`config.mk`:
```
export PLATFORM = sky130hd
export DESIGN_NAME = twiddle_mult
export DESIGN_NICKNAME = d
export VERILOG_FILES = /design/src/rtl/twiddle_mult.sv
export SDC_FILE = /design/constraint.sdc
export NUM_CORES = 2
export LEC_CHECK = 0
export CAP_MARGIN = 5
export CORE_MARGIN = 2
export CORE_UTILIZATION = 40
export CTS_BUF_LIST = sky130_fd_sc_hd__clkbuf_2
export CTS_CLUSTER_SIZE = 30
export DETAILED_ROUTE_END_ITERATION = 8
export PLACE_DENSITY_LB_ADDON = 0.2
export SYNTH_ARGS = -nofsm -noshare
export SYNTH_HDL_FRONTEND = slang
export SYNTH_SLANG_ARGS = --single-unit
export TNS_END_PERCENT = 10
```
`constraint.sdc`:
```
create_clock -name clk -period 10.27 [get_ports clk]
set_input_delay 2.054 -clock clk [delete_from_list [all_inputs] [get_ports clk]]
set_output_delay 2.054 -clock clk [all_outputs]
set_load 0.1 [all_outputs]
```
`src/rtl/twiddle_mult.sv`:
```
// FFT inter-stage twiddle multiplier: generates the twiddle ROM address per sample
// and computes a rounded, saturated complex product over a 3-cycle pipeline.
module twiddle_mult #(
  parameter int unsigned DATA_WIDTH = 16,
  parameter int unsigned TW_WIDTH   = 16,
  parameter int unsigned LOG2N      = 8,
  parameter int unsigned STAGE      = 0
) (
  input  logic                      clk,
  input  logic                      rst,
  input  logic                      in_valid,
  input  logic                      in_sop,
  input  logic [2*DATA_WIDTH-1:0]   in_data,
  output logic [LOG2N-2:0]          tw_addr,
  input  logic [2*TW_WIDTH-1:0]     tw_data,
  output logic                      out_valid,
  output logic                      out_sop,
  output logic [2*DATA_WIDTH-1:0]   out_data
);

  localparam int unsigned AW = LOG2N - 1;
  localparam int unsigned KW = LOG2N - 1 - STAGE;
  localparam int unsigned PW = DATA_WIDTH + TW_WIDTH;
  localparam int unsigned SW = PW + 1;

  localparam logic signed [SW-1:0] RND  = SW'(2 ** (TW_WIDTH - 2));
  localparam logic signed [SW-1:0] SMAX = SW'(2 ** (DATA_WIDTH - 1) - 1);
  localparam logic signed [SW-1:0] SMIN = -SMAX - SW'(1);

  // Twiddle address generation
  logic [KW-1:0] k;
  logic [KW-1:0] idx_c;
  logic [AW-1:0] addr_c;
  logic [AW-1:0] addr_q;

  assign idx_c   = (in_valid && in_sop) ? '0 : k;
  assign addr_c  = AW'(idx_c) << STAGE;
  assign tw_addr = in_valid ? addr_c : addr_q;

  always_ff @(posedge clk or posedge rst) begin
    if (rst) begin
      k      <= '0;
      addr_q <= '0;
    end else if (in_valid) begin
      k      <= idx_c + KW'(1);
      addr_q <= addr_c;
    end
  end

  // S1: input register, aligns the sample with the ROM read data
  logic [2*DATA_WIDTH-1:0] s1_data;
  logic                    s1_valid;
  logic                    s1_sop;

  always_ff @(posedge clk or posedge rst) begin
    if (rst) begin
      s1_data  <= '0;
      s1_valid <= 1'b0;
      s1_sop   <= 1'b0;
    end else begin
      s1_data  <= in_data;
      s1_valid <= in_valid;
      s1_sop   <= in_valid && in_sop;
    end
  end

  // S2: partial products
  logic signed [DATA_WIDTH-1:0] ar, ai;
  logic signed [TW_WIDTH-1:0]   wr, wi;
  logic signed [PW-1:0]         p_rr, p_ii, p_ri, p_ir;
  logic                         s2_valid;
  logic                         s2_sop;

  assign ar = s1_data[DATA_WIDTH-1:0];
  assign ai = s1_data[2*DATA_WIDTH-1:DATA_WIDTH];
  assign wr = tw_data[TW_WIDTH-1:0];
  assign wi = tw_data[2*TW_WIDTH-1:TW_WIDTH];

  always_ff @(posedge clk or posedge rst) begin
    if (rst) begin
      p_rr     <= '0;
      p_ii     <= '0;
      p_ri     <= '0;
      p_ir     <= '0;
      s2_valid <= 1'b0;
      s2_sop   <= 1'b0;
    end else begin
      p_rr     <= PW'(ar) * PW'(wr);
      p_ii     <= PW'(ai) * PW'(wi);
      p_ri     <= PW'(ar) * PW'(wi);
      p_ir     <= PW'(ai) * PW'(wr);
      s2_valid <= s1_valid;
      s2_sop   <= s1_sop;
    end
  end

  // S3: sum, round half up, saturate
  function automatic logic [DATA_WIDTH-1:0] sat(input logic signed [SW-1:0] v);
    if (v > SMAX)      return DATA_WIDTH'(SMAX);
    else if (v < SMIN) return DATA_WIDTH'(SMIN);
    else               return DATA_WIDTH'(v);
  endfunction

  logic signed [SW-1:0] yr_c, yi_c, rr_c, ri_c;

  always_comb begin
    yr_c = SW'(p_rr) - SW'(p_ii);
    yi_c = SW'(p_ri) + SW'(p_ir);
    rr_c = (yr_c + RND) >>> (TW_WIDTH - 1);
    ri_c = (yi_c + RND) >>> (TW_WIDTH - 1);
  end

  // out_data only moves on a valid result so it holds through gaps
  always_ff @(posedge clk or posedge rst) begin
    if (rst) begin
      out_valid <= 1'b0;
      out_sop   <= 1'b0;
      out_data  <= '0;
    end else begin
      out_valid <= s2_valid;
      out_sop   <= s2_sop;
      if (s2_valid) out_data <= {sat(ri_c), sat(rr_c)};
    end
  end

endmodule
```
==> flow_summary.yaml <==
logic_synthesis:
  yosysTopAreaCell: "fa_1"
  synth-edff-count: 0
  ys_ff_latch: 212
  synth_xor_area_frac: 0.0314
  ys_seq_area_frac: 0.110
  synth-adder-area-share: 0.552
  async_reset_ff_frac: 1.00
  synth.area.top_cells: "fa_1 (43%), ha_1 (12%), dfrtp_1 (11%)"
  yosysWarnings: 0
  synthSimpleGateAreaFrac: 0.135
  synth.most_common_cell: "inv_1"
  synth_nets: 6615
  synth_compound_area_frac: 0.0591
  synth_common_cells: "inv_1 (1222), fa_1 (1048), nand2_1 (542)"
  ys.flop_type: "dfrtp_1"
  avgSynthCellArea_sq_um: 9.56
  syn_area_sq_mm: 0.0483
  yosys.area.top_type_share: 0.435
  synth_top_family_by_area: "adder cells"
  synth_mux_area_frac: 0.00130
  synth_cell_types: 79
  netlist_instances: 5048
detailed_routing:
  drc: 0
  drt_iter0_drc: 1759
  wl_per_cell_um: 17.0
  vias: 33200
  dr.pass1.iters: 6
  via_per_inst: 4.90
  ant_nets: 0
  routed_wl_um: 115000
die:
  ioPinCount: 109
  fp.coreArea_sq_mm: 0.120
  std_cell_rows: 127
  start_util: 0.403
  die_h_um: 351
  die_w_um: 351
  die-area_sq_mm: 0.123
timing:
  finalMaxSlewViolations: 0
  finalSetupViolations: 0
  worst_pin_slew_ns: 1.20
  fin_hold_ws_ns: 0.348
  fin_crit_sh: 0.785
  max_slew_margin: 0.197
  finalSetupTns_ns: 0
  finalHoldViolations: 0
  min_period_ns: 8.06
  max_clock_freq_mhz: 124
  rsz0062_at_grt: "no"
  fin_skew_ns: 0.136
place:
  hpwlAfterDp_um: 90400
  place_congestion: 0.824
  placed_area_sq_mm: 0.0512
  portBuffers: 108
clocking:
  clock_latency_ns: 1.36
  post_cts_buffers: 0
  ctsResizeCount: 0
  clock_path_buffers: 3
  htreeDepth: 3
  cts_tree: "done"
  clock_sinks: 212
  root_buffer: "clkbuf_2"
  hold_buffers: 0
  clkSlewWorstSetupHoldPaths_ns: 0.09
  cts_buffers: 73
cells_and_area:
  nFillCells: 11900
  utilization: 0.433
  drive_above_1_share: 0.0430
  layout.nets: 6674
  area_growth_pct: 7.51
  post-route-cell-area_sq_mm: 0.0519
worst_setup_path:
  end_kind: "register"
  crit_type: "in -> reg"
  regToRegSetupSlack_ns: 3.07
  worst-path-max-fanout: 25
  r2r_start: "s1_data[31]"
  worst_r2r_endpoint: "p_ii[31]"
  startpoint_type: "input port"
  cp.required_ns: 11.56
  crit_path_start: "tw_data[3]"
  cp-endpoint: "p_rr[28]"
  worstRegToRegCells: 23
  cp.arrival_ns: 9.35
grt:
  grt.total_usage: 0.199
  grt_pass1_wl_um: 191000
  gr-total-overflow: 0
  grt_max_degree: 123
  grt_pass1_vias: 35100
  antenna_found_initial: 6
worst_hold_path:
  hp-start: "s1_valid"
  worst_hold_path_type: "reg -> reg"
outcome:
  status: "finished, final reports clean"
job:
  max_cap_viol_count: 0
## area by class of cell
cell class | count | area [sq um] | share of cell area
Antenna cell | 3 | 7.51 | 0.000145
Inverter | 1223 | 4600 | 0.0886
Multi-Input combinational cell | 3406 | 37600 | 0.724
Clock inverter | 28 | 165 | 0.00318
Tap cell | 1612 | 2020 | 0.0389
Clock buffer | 99 | 495 | 0.00955
Sequential cell | 212 | 5310 | 0.102
Timing Repair Buffer | 191 | 1720 | 0.0331
## worst min path at each step
stage | end | slack, ns | cells past startpoint
global placement | out_sop | 0.34 | 0
finish | s2_valid | 0.35 | 0
floorplan | out_sop | 0.33 | 0
detailed placement | out_sop | 0.33 | 0
global route | s2_valid | 0.35 | 0
CTS | s2_valid | 0.35 | 0
## sequential cells by signal, indices dropped and copies added, names as in the netlist, 7 cells and up
register and count:
p_ir 32, out_data 32, p_ri 32, s1_data 32, p_ii 32, addr_q 7
p_rr 32, k 7
## cell usage in the layout, fill, tap and decap left out, types with 5 or more instances in the layout
cell type / count
o21bai_1: 22
nand2_1: 542
inv_1: 1221
a21o_1: 60
a211oi_1: 9
ha_1: 451
nor2b_1: 17
a221o_1: 30
fa_1: 1048
a21oi_1: 131
a311o_1: 5
clkinv_1: 21
and4_1: 5
clkbuf_2: 99
nor3_1: 30
o21ai_1: 19
xor2_1: 40
a31oi_1: 11
nand2b_1: 28
o21ai_0: 50
dfrtp_1: 208
buf_4: 81
nand3_1: 26
nor2_1: 125
clkdlybuf4s50_1: 106
and2_1: 494
nand4_1: 13
and3_1: 7
o21a_1: 24
xnor2_1: 131
nor3b_1: 5
or3_1: 7
## stage by stage
stage	cells	worst slack, ns
after global placement	6644	1.05
after floorplan	5048	2.42
after CTS	6771	2.60
final	6774	2.21
after global routing	6774	1.97
after detailed placement	6644	0.958
## worst max-delay path, cell delays in order
cell	delay [ns]
clkdlybuf4s50_1	1.24
buf_4	0.30
and2_1	0.15
fa_1	0.44
fa_1	0.54
ha_1	0.14
inv_1	0.05
fa_1	0.48
inv_1	0.06
fa_1	0.52
inv_1	0.05
fa_1	0.47
inv_1	0.04
ha_1	0.33
and4_1	0.20
a21oi_1	0.22
a41oi_1	0.23
o21ai_0	0.86
o211a_1	0.31
o21ai_0	0.15
a21o_1	0.20
a21oi_1	0.17
xnor2_1	0.14
## routing by layer
layer / wire length (um) / part of all wire / track usage
met1: 53500 / 0.46 / 0.286
met2: 53500 / 0.46 / 0.312
met3: 5440 / 0.047 / 0.0268
met4: 3050 / 0.026 / 0.0617
met5: 28 / 0.00024 / 0
## logic make-up (layout without fill, tap and decap cells)
kind of cell | after synthesis | in the layout
fa+ha+maj | 1499 | 1499
simple gates | 1313 | 1313
mux | 6 | 6
flops | 212 | 212
compound gates | 416 | 416
other cells | 0 | 3
buf+inv | 1430 | 1541
xor+xnor | 172 | 172
Power is not shown: default switching activity piles up to over one toggle a cycle in this logic, so the estimate is an artifact.
